### config.mk
export PLATFORM = sky130hd
export DESIGN_NAME = fconv_sched
export DESIGN_NICKNAME = d
export VERILOG_FILES = /design/src/rtl/fconv_sched.sv
export SDC_FILE = /design/constraint.sdc
export NUM_CORES = 1
export LEC_CHECK = 0
export ABC_CLOCK_PERIOD_IN_PS = 2840
export CORE_ASPECT_RATIO = 1.1
export CORE_MARGIN = 2
export CORE_UTILIZATION = 40
export CTS_CLUSTER_SIZE = 12
export DETAILED_ROUTE_END_ITERATION = 7
export MAX_ROUTING_LAYER = met4
export PLACE_DENSITY = 0.7
export SLEW_MARGIN = 20
export SYNTH_ARGS = -nofsm -noshare
export SYNTH_HDL_FRONTEND = slang
export SYNTH_SLANG_ARGS = --single-unit
### constraint.sdc
create_clock -name clk -period 2.84 [get_ports clk]
set_input_delay 0.568 -clock clk [delete_from_list [all_inputs] [get_ports clk]]
set_output_delay 0.568 -clock clk [all_outputs]
set_load 0.02 [all_outputs]
### src/rtl/fconv_sched.sv
// fconv_sched: shares one int16->float32 converter among N_CH channels, round-robin issue.
// Latency: strobe captured at edge E, issued at E+1, result registered at E+1+CONV_LAT.
// Backpressure: none; a held sample overwritten before issue raises a sticky overrun bit.
module fconv_sched #(
    parameter int N_CH     = 6,
    parameter int CONV_LAT = 6,
    parameter int CH_W     = 3
) (
    input  logic                 clk,
    input  logic                 rst,
    input  logic [N_CH-1:0]      smp_strobe,
    input  logic [16*N_CH-1:0]   smp_data,
    output logic [15:0]          conv_dataa,
    input  logic [31:0]          conv_result,
    output logic [32*N_CH-1:0]   f_data,
    output logic [N_CH-1:0]      f_valid,
    output logic [N_CH-1:0]      overrun,
    input  logic                 clr_overrun,
    output logic                 busy
);

    logic [15:0]         hold [N_CH];
    logic [N_CH-1:0]     pending;
    logic [CH_W-1:0]     rr_ptr;
    logic [CONV_LAT-1:0] tag_vld;
    logic [CH_W-1:0]     tag_ch [CONV_LAT];

    logic [2*N_CH-1:0]   pend2;
    logic [N_CH-1:0]     rot;
    logic [CH_W:0]       gsum;
    logic                gnt_vld;
    logic [CH_W-1:0]     gnt_ch;
    logic [N_CH-1:0]     issue;

    // Round-robin grant: rotate pending so rr_ptr sits at bit 0, take the lowest set bit,
    // then map the offset back to an absolute channel number modulo N_CH.
    always_comb begin
        pend2   = {pending, pending};
        rot     = N_CH'(pend2 >> rr_ptr);
        gnt_vld = 1'b0;
        gsum    = '0;
        for (int i = N_CH - 1; i >= 0; i--) begin
            if (rot[i]) begin
                gnt_vld = 1'b1;
                gsum    = (CH_W+1)'(rr_ptr) + (CH_W+1)'(i);
            end
        end
        if (gsum >= (CH_W+1)'(N_CH)) begin
            gnt_ch = CH_W'(gsum - (CH_W+1)'(N_CH));
        end else begin
            gnt_ch = CH_W'(gsum);
        end
        issue = gnt_vld ? (N_CH'(1) << gnt_ch) : '0;
    end

    // Capture, issue, overrun tracking and the channel-tag pipe that shadows the converter.
    always_ff @(posedge clk) begin
        if (rst) begin
            for (int c = 0; c < N_CH; c++) begin
                hold[c] <= '0;
            end
            for (int s = 0; s < CONV_LAT; s++) begin
                tag_ch[s] <= '0;
            end
            pending    <= '0;
            overrun    <= '0;
            rr_ptr     <= '0;
            tag_vld    <= '0;
            conv_dataa <= '0;
            f_data     <= '0;
            f_valid    <= '0;
        end else begin
            for (int c = 0; c < N_CH; c++) begin
                if (smp_strobe[c]) begin
                    hold[c] <= smp_data[16*c +: 16];
                end
            end
            // A strobe on the channel being issued re-arms pending: the old value goes out now,
            // the new one waits its turn.
            pending <= (pending & ~issue) | smp_strobe;
            // Set has priority over the clear so a simultaneous overrun is never lost.
            overrun <= (overrun & ~{N_CH{clr_overrun}}) | (smp_strobe & pending & ~issue);

            if (gnt_vld) begin
                conv_dataa <= hold[gnt_ch];
                rr_ptr     <= (gnt_ch == CH_W'(N_CH - 1)) ? '0 : gnt_ch + CH_W'(1);
            end

            for (int s = CONV_LAT - 1; s > 0; s--) begin
                tag_vld[s] <= tag_vld[s-1];
                tag_ch[s]  <= tag_ch[s-1];
            end
            tag_vld[0] <= gnt_vld;
            tag_ch[0]  <= gnt_ch;

            f_valid <= '0;
            for (int c = 0; c < N_CH; c++) begin
                if (tag_vld[CONV_LAT-1] && tag_ch[CONV_LAT-1] == CH_W'(c)) begin
                    f_data[32*c +: 32] <= conv_result;
                    f_valid[c]         <= 1'b1;
                end
            end
        end
    end

    // A conversion counts as in flight until its f_valid cycle has been presented.
    assign busy = (|pending) | (|tag_vld) | (|f_valid);

endmodule

* After elaboration in Yosys (flattened, before gate mapping)
Memory sizes are Yosys's and may differ from the RTL's. A register that Yosys moved wholly into a read port is not among the register bits.
Cells that the tools add are included.
** Operators by class
- Bitwise operators :: 22
- Shift-type cells :: 2
- $add $sub $neg :: 7
- Order comparisons :: 1
- Mux-type cells :: 54
- Reductions and logical operators :: 10
- Equality and inequality tests :: 6
** Operator list (number)
- 16-bit two-way mux :: 6
- 1-bit two-way mux :: 33
- 6-bit AND :: 4
- 3-bit two-way mux :: 8
- 4-bit two-way mux :: 6
- 6-bit OR reduction :: 3
- 1-bit OR :: 14
- 6-bit NOT :: 2
- 6-bit OR :: 2
- 12-bit by 3-bit >> shifter with 6-bit output :: 1
- 3-bit == test, second input constant :: 3
- 3-bit by 2-bit adder with 4-bit output, second input constant :: 2
- 3-bit by 3-bit adder with 4-bit output, second input constant :: 2
- 3-bit by 2-bit == test with 1-bit output, second input constant :: 2
- 1-bit logical AND :: 6
- 6-bit two-way mux :: 1
- 1-bit by 3-bit << shifter with 6-bit output, first input constant :: 1
- 3-bit by 1-bit adder with 4-bit output, second input constant :: 1
- 4-bit by 3-bit greater-or-equal comparator with 1-bit output, second input constant :: 1
- 3-bit by 1-bit adder with 3-bit output, second input constant :: 1
- 3-bit by 1-bit == test with 1-bit output, second input constant :: 1
- 3-bit zero test :: 1
- 3-bit subtractor, second input constant :: 1
** Word-level totals
- Output and inout bits :: 221
- Memories kept :: 2
- Bits of input ports :: 137
- Logic and storage cells :: 115
- RAM bits :: 114
- Bits in registers :: 219
** Memory list
- hold :: words 6, width 16, read ports 1, clocked after Yosys merged registers in 1, wr ports 6, line 22 : logic [15:0] hold [N_CH];
- tag_ch :: words 6, width 3, read ports 6, clocked after Yosys merged registers in 0, wr ports 6, line 26 : logic [CH_W-1:0] tag_ch [CONV_LAT];

* Depth between registers and ports, before layout
- Depth in word-level cells :: 14
- Depth in mapped cells :: 17
- Gate-level depth less buffers :: 14

* Worst setup path before layout
Ideal clock, no wire load.
- Path kind :: flip-flop to flip-flop
- From :: reg rr_ptr[1]
- To :: reg rr_ptr[2]
- Data arrival time :: 2.981 ns
- Buffers on the path :: 3
- Data required time :: 2.723 ns
- Library setup time :: 0.117 ns
- Cell stages (with the launch flop) :: 13
- Period minus slack after synthesis :: 3.097 ns
- Setup slack :: -0.257 ns
- Path through :: dfxtp_1 buf_4 mux2i_1 mux2_2 a21oi_2 o21ai_1 a2111oi_2 clkbuf_1 buf_2 nor2_1 ha_1 nor3_1 a22o_1
** Between the ends
- Word-level cells in the longest chain between the ends :: 11
- Elaborated cells between the ends (all ways) :: 24
- Classes of those cells :: add/sub: 7; order compare: 1; eq/ne: 1; shift: 1; mux: 14
** Ends and longest elaborated chain
- start, declared :: line 24 : logic [CH_W-1:0] rr_ptr;
- start signal, assigned :: line 86 : rr_ptr <= (gnt_ch == CH_W'(N_CH - 1)) ? '0 : gnt_ch + CH_W'(1);
- 3-bit by 3-bit adder with 4-bit output or 12-bit by 3-bit >> shifter with 6-bit output (tied branches) :: line 45, 39
- 4-bit two-way mux (6 in series) :: line 43 : if (rot[i]) begin
- 4-bit by 3-bit greater-or-equal comparator with 1-bit output or 3-bit subtractor (tied branches) :: line 48, 49
- 3-bit two-way mux :: line 48 : if (gsum >= (CH_W+1)'(N_CH)) begin
- 3-bit by 1-bit adder with 3-bit output or 3-bit == test (tied branches) :: line 86
- 3-bit two-way mux :: line 86
Parallel ways exist; a longest one is shown, timed or not.
A chain may end at the register's enable or synchronous reset.

* Worst setup path after layout
- From :: reg rr_ptr[0]
- To :: reg conv_dataa[12] (read register of hold)
** Between the ends
- Word-level cells in the longest chain between the ends :: 9
- Elaborated cells between the ends (all ways) :: 21
- Classes of those cells :: add/sub: 6; order compare: 1; shift: 1; mux: 13
** Ends and longest elaborated chain
- 3-bit by 3-bit adder with 4-bit output or 12-bit by 3-bit >> shifter with 6-bit output (tied branches) :: line 45, 39
- 4-bit two-way mux (6 in series) :: line 43
- 4-bit by 3-bit greater-or-equal comparator with 1-bit output or 3-bit subtractor (tied branches) :: line 48, 49
- 3-bit two-way mux :: line 48
- end, declared :: line 13 : output logic [15:0] conv_dataa,
Parallel ways exist; a longest one is shown, timed or not.

==> impl_metrics.ini <==
[pwr]
p_seq_share_pct = 29.9
p_per_area_nw_per_um2 = 952
clockPowerShare_pct = 24.5
comb_power_share_pct = 45.5
vdd_drop_max_mv = 0.816
internal-power_mw = 12.6
finalPower_mw = 19.2
p_sw_share_pct = 34.4
p_sw_mw = 6.60
p_leak_nw = 7.33

[finish]
area_growth_pct = 43.1
final_nets = 2048
drive_gt1_share_pct = 12.1
finalNonFillerCells = 2375
final.fill_count = 3000
regArea_um2 = 7970
diodes = 0
finalInstanceArea_um2 = 20200
final_util_pct = 57.7
multi_input_area_um2 = 5930

[synth]
syn-cell-area_um2 = 14100
synth_xor_area_share_pct = 0
synth-edff-count = 96
synth_compound_area_share_pct = 12.6
synth_fa_ha_area_share_pct = 0.532
syn_inst = 1515
yosysUniqueCellTypes = 65
postSynthAreaPerCell_um2 = 9.31
yosysSeqAreaShare_pct = 56.4
syn_nets = 1658
yosysWarnings = 0
async_reset_ff_share_pct = 0
synth_top_family_by_area = simple AND/OR/NAND/NOR gates
synth-main-ff-cell = dfxtp_1
synthMuxAreaShare_pct = 6.23
ys_ff_latch = 349
yosys.area_share.simple_pct = 20.9

[route]
first_pass_iters = 5
drtIter0Drc = 893
antenna_left = 0
totalWireLength_um = 44600
post-route-drc-count = 0
vias_per_cell = 5.18
dr_total_vias = 12300
avgRoutedWirePerCell_um = 18.8

[placed_design]
dp.cells = 2306
place_hpwl_um = 31900
place.gp.congestion = 0.891
portBuffers = 357
dpl-instance-area_um2 = 18700
dp_worst_setup_slack_ns = -0.349

[sta]
finalCritPeriodShare_pct = 105
max_freq_mhz = 336
hold_viol = 0
drv_slew = 0
worstMarginPinSlew_ns = 1.01
setup_violations = 21
relSlewSlack_pct = 32.8
hold_ws_ns = 0.371
rsz0062_at_grt = yes
setup-tns-final_ns = -1.45
period_needed_ns = 2.98
skew_ns = 0.0211
layout_setup_ws_ns = -0.136

[global_routing]
grt_pass1_wl_um = 67500
grt_pass1_vias = 11900
grt_use_met1_pct = 28.8
met2_usage_pct = 38.8
antenna_found_initial = 0
globalRoute.busiestLayer = met2
grt_max_degree = 209
grt_usage_pct = 24.2
met3_usage_pct = 4.68
grt_overflow = 0

[worst_setup_path]
cp_max_fo = 12
reg2reg_slack_ns = -0.14
rr_startpoint = rr_ptr[0]
path_class = flop to flop
endpoint_kind = flop
arrival_ns = 3.38
crit_end = conv_dataa[12]
startpoint_type = flop
worstPathRequired_ns = 3.25
cp-startpoint = rr_ptr[0]
ff2ff_path_depth = 10
r2r_end = conv_dataa[12]

[cts]
cts_buffers = 37
clkTransAtPathRegs_ns = 0.06
hold_buffers = 0
h-tree-depth = 2
clock-sinks = 349
clockBufferDepth = 3
clk_latency_ns = 0.55
cts_tree = done
clockRootBuffer = clkbuf_16

[die]
core_um2 = 35000
row_count = 72
io_pins = 358
die_area_um2 = 36800
start_util_pct = 40.3
die_h_um = 201
dieWidth_um = 183

[run_status]
violations = negative setup slack
status = finished with violations

[run]
cap_violations = 0

[min_path]
hp-class = input port to flop
-- logic make-up after synthesis --
logic type | count (synthesis)
muxes | 81
DFF | 349
buffers and inverters | 118
adders and majority gates | 6
AOI/OAI and AO/OA | 300
and+or+nand+nor | 661
-- synth_stat cells, drive strengths merged, types with 3 or more instances --
cell type  number  area [um^2]
and3           18          113
o221ai          9         78.8
a2bb2oi        10         87.6
or2             7         46.3
mux4            4         90.1
o211ai         10         75.1
edfxtp         96         2880
nor2b          36          225
a21o            3         22.5
buf            21          124
dfxtp         253         5060
ha              6         75.1
mux2i          63          631
nor3            5         30.0
a32o            3         30.0
inv            10         37.5
clkbuf         86          323
o41ai           3         26.3
mux2           14          158
a21oi         209         1050
nor4            5         31.3
nand2         463         1750
nor2           26         97.6
o21ai          20          100
nand3           6         30.0
o2111a          7         78.8
and2           87          544
-- worst max-delay path: stages (launching register included) --
cell and delay, ns:
dfxtp_4 0.39, mux4_2 0.56, o21ai_1 0.23, o21ai_1 0.17, a2111o_2 0.53, buf_12 0.17
buf_12 0.15, mux2i_1 0.14, mux2i_1 0.08, mux2i_1 0.25, o221ai_1 0.16
-- layout make-up --
class | count | area share, %
multi-input combinational | 1048 | 29.4
inverter | 11 | 0.217
clock buffer | 62 | 5.63
timing repair buffer | 458 | 22.3
clock inverter | 3 | 0.310
sequential | 349 | 39.5
tap | 444 | 2.75
-- power by group through the flow --
stage	combinational (mW)	sequential [mW]	clock (mW)
2_1_floorplan	4.80	5.79	0
3_5_place_dp	7.66	5.84	0
4_1_cts	8.21	5.75	4.81
3_3_place_gp	7.52	5.84	0
5_1_grt	9.28	5.78	5.00
6_report	8.74	5.75	4.71
-- cell usage in the layout, fill, tap and decap left out, types with 10 or more instances in the layout --
master             n
and3_1            18
clkdlybuf4s50_1  355
nand2_1          459
o21ai_1           11
edfxtp_1          96
nor2_1            23
o211ai_1          10
dfxtp_1          245
clkbuf_1          15
buf_4             86
nor2b_1           35
a21oi_1          206
clkbuf_16         40
and2_1            84
mux2i_1           57
buf_12            10
-- sequential cells by signal, indices dropped and copies added (netlist names) --
signal and flops:
tag_vld 6, f_valid 6, hold 96, pending 6, conv_dataa 16, overrun 6
rr_ptr 3, f_data 192, tag_ch 18
-- how the worst min path moves through the flow --
stage | startpoint | end | slack (ns) | cells after the start
6_report | rst | tag_ch[0][5] | 0.37 | 2
5_1_grt | rst | tag_vld[5] | 0.38 | 2
4_1_cts | rst | tag_vld[1] | 0.35 | 2
3_5_place_dp | tag_ch[0][7] | tag_ch[0][10] | 0.42 | 1
3_3_place_gp | tag_ch[0][11] | tag_ch[0][14] | 0.42 | 1
2_1_floorplan | tag_ch[0][7] | tag_ch[0][10] | 0.41 | 1
-- layer usage --
layer / wire length, um / share of wire [%]
met1: 17800 / 40
met2: 21000 / 47
met3: 3460 / 7.8
met4: 2340 / 5.2
met5: 0 / 0
-- timing repair --
item,CTS,global route
gates resized for setup,35,27
pin swaps,4,5
setup endpoints to repair,32,30
cloned,1,0
setup buffers,2,1
Power figures use the tool's default switching activity.
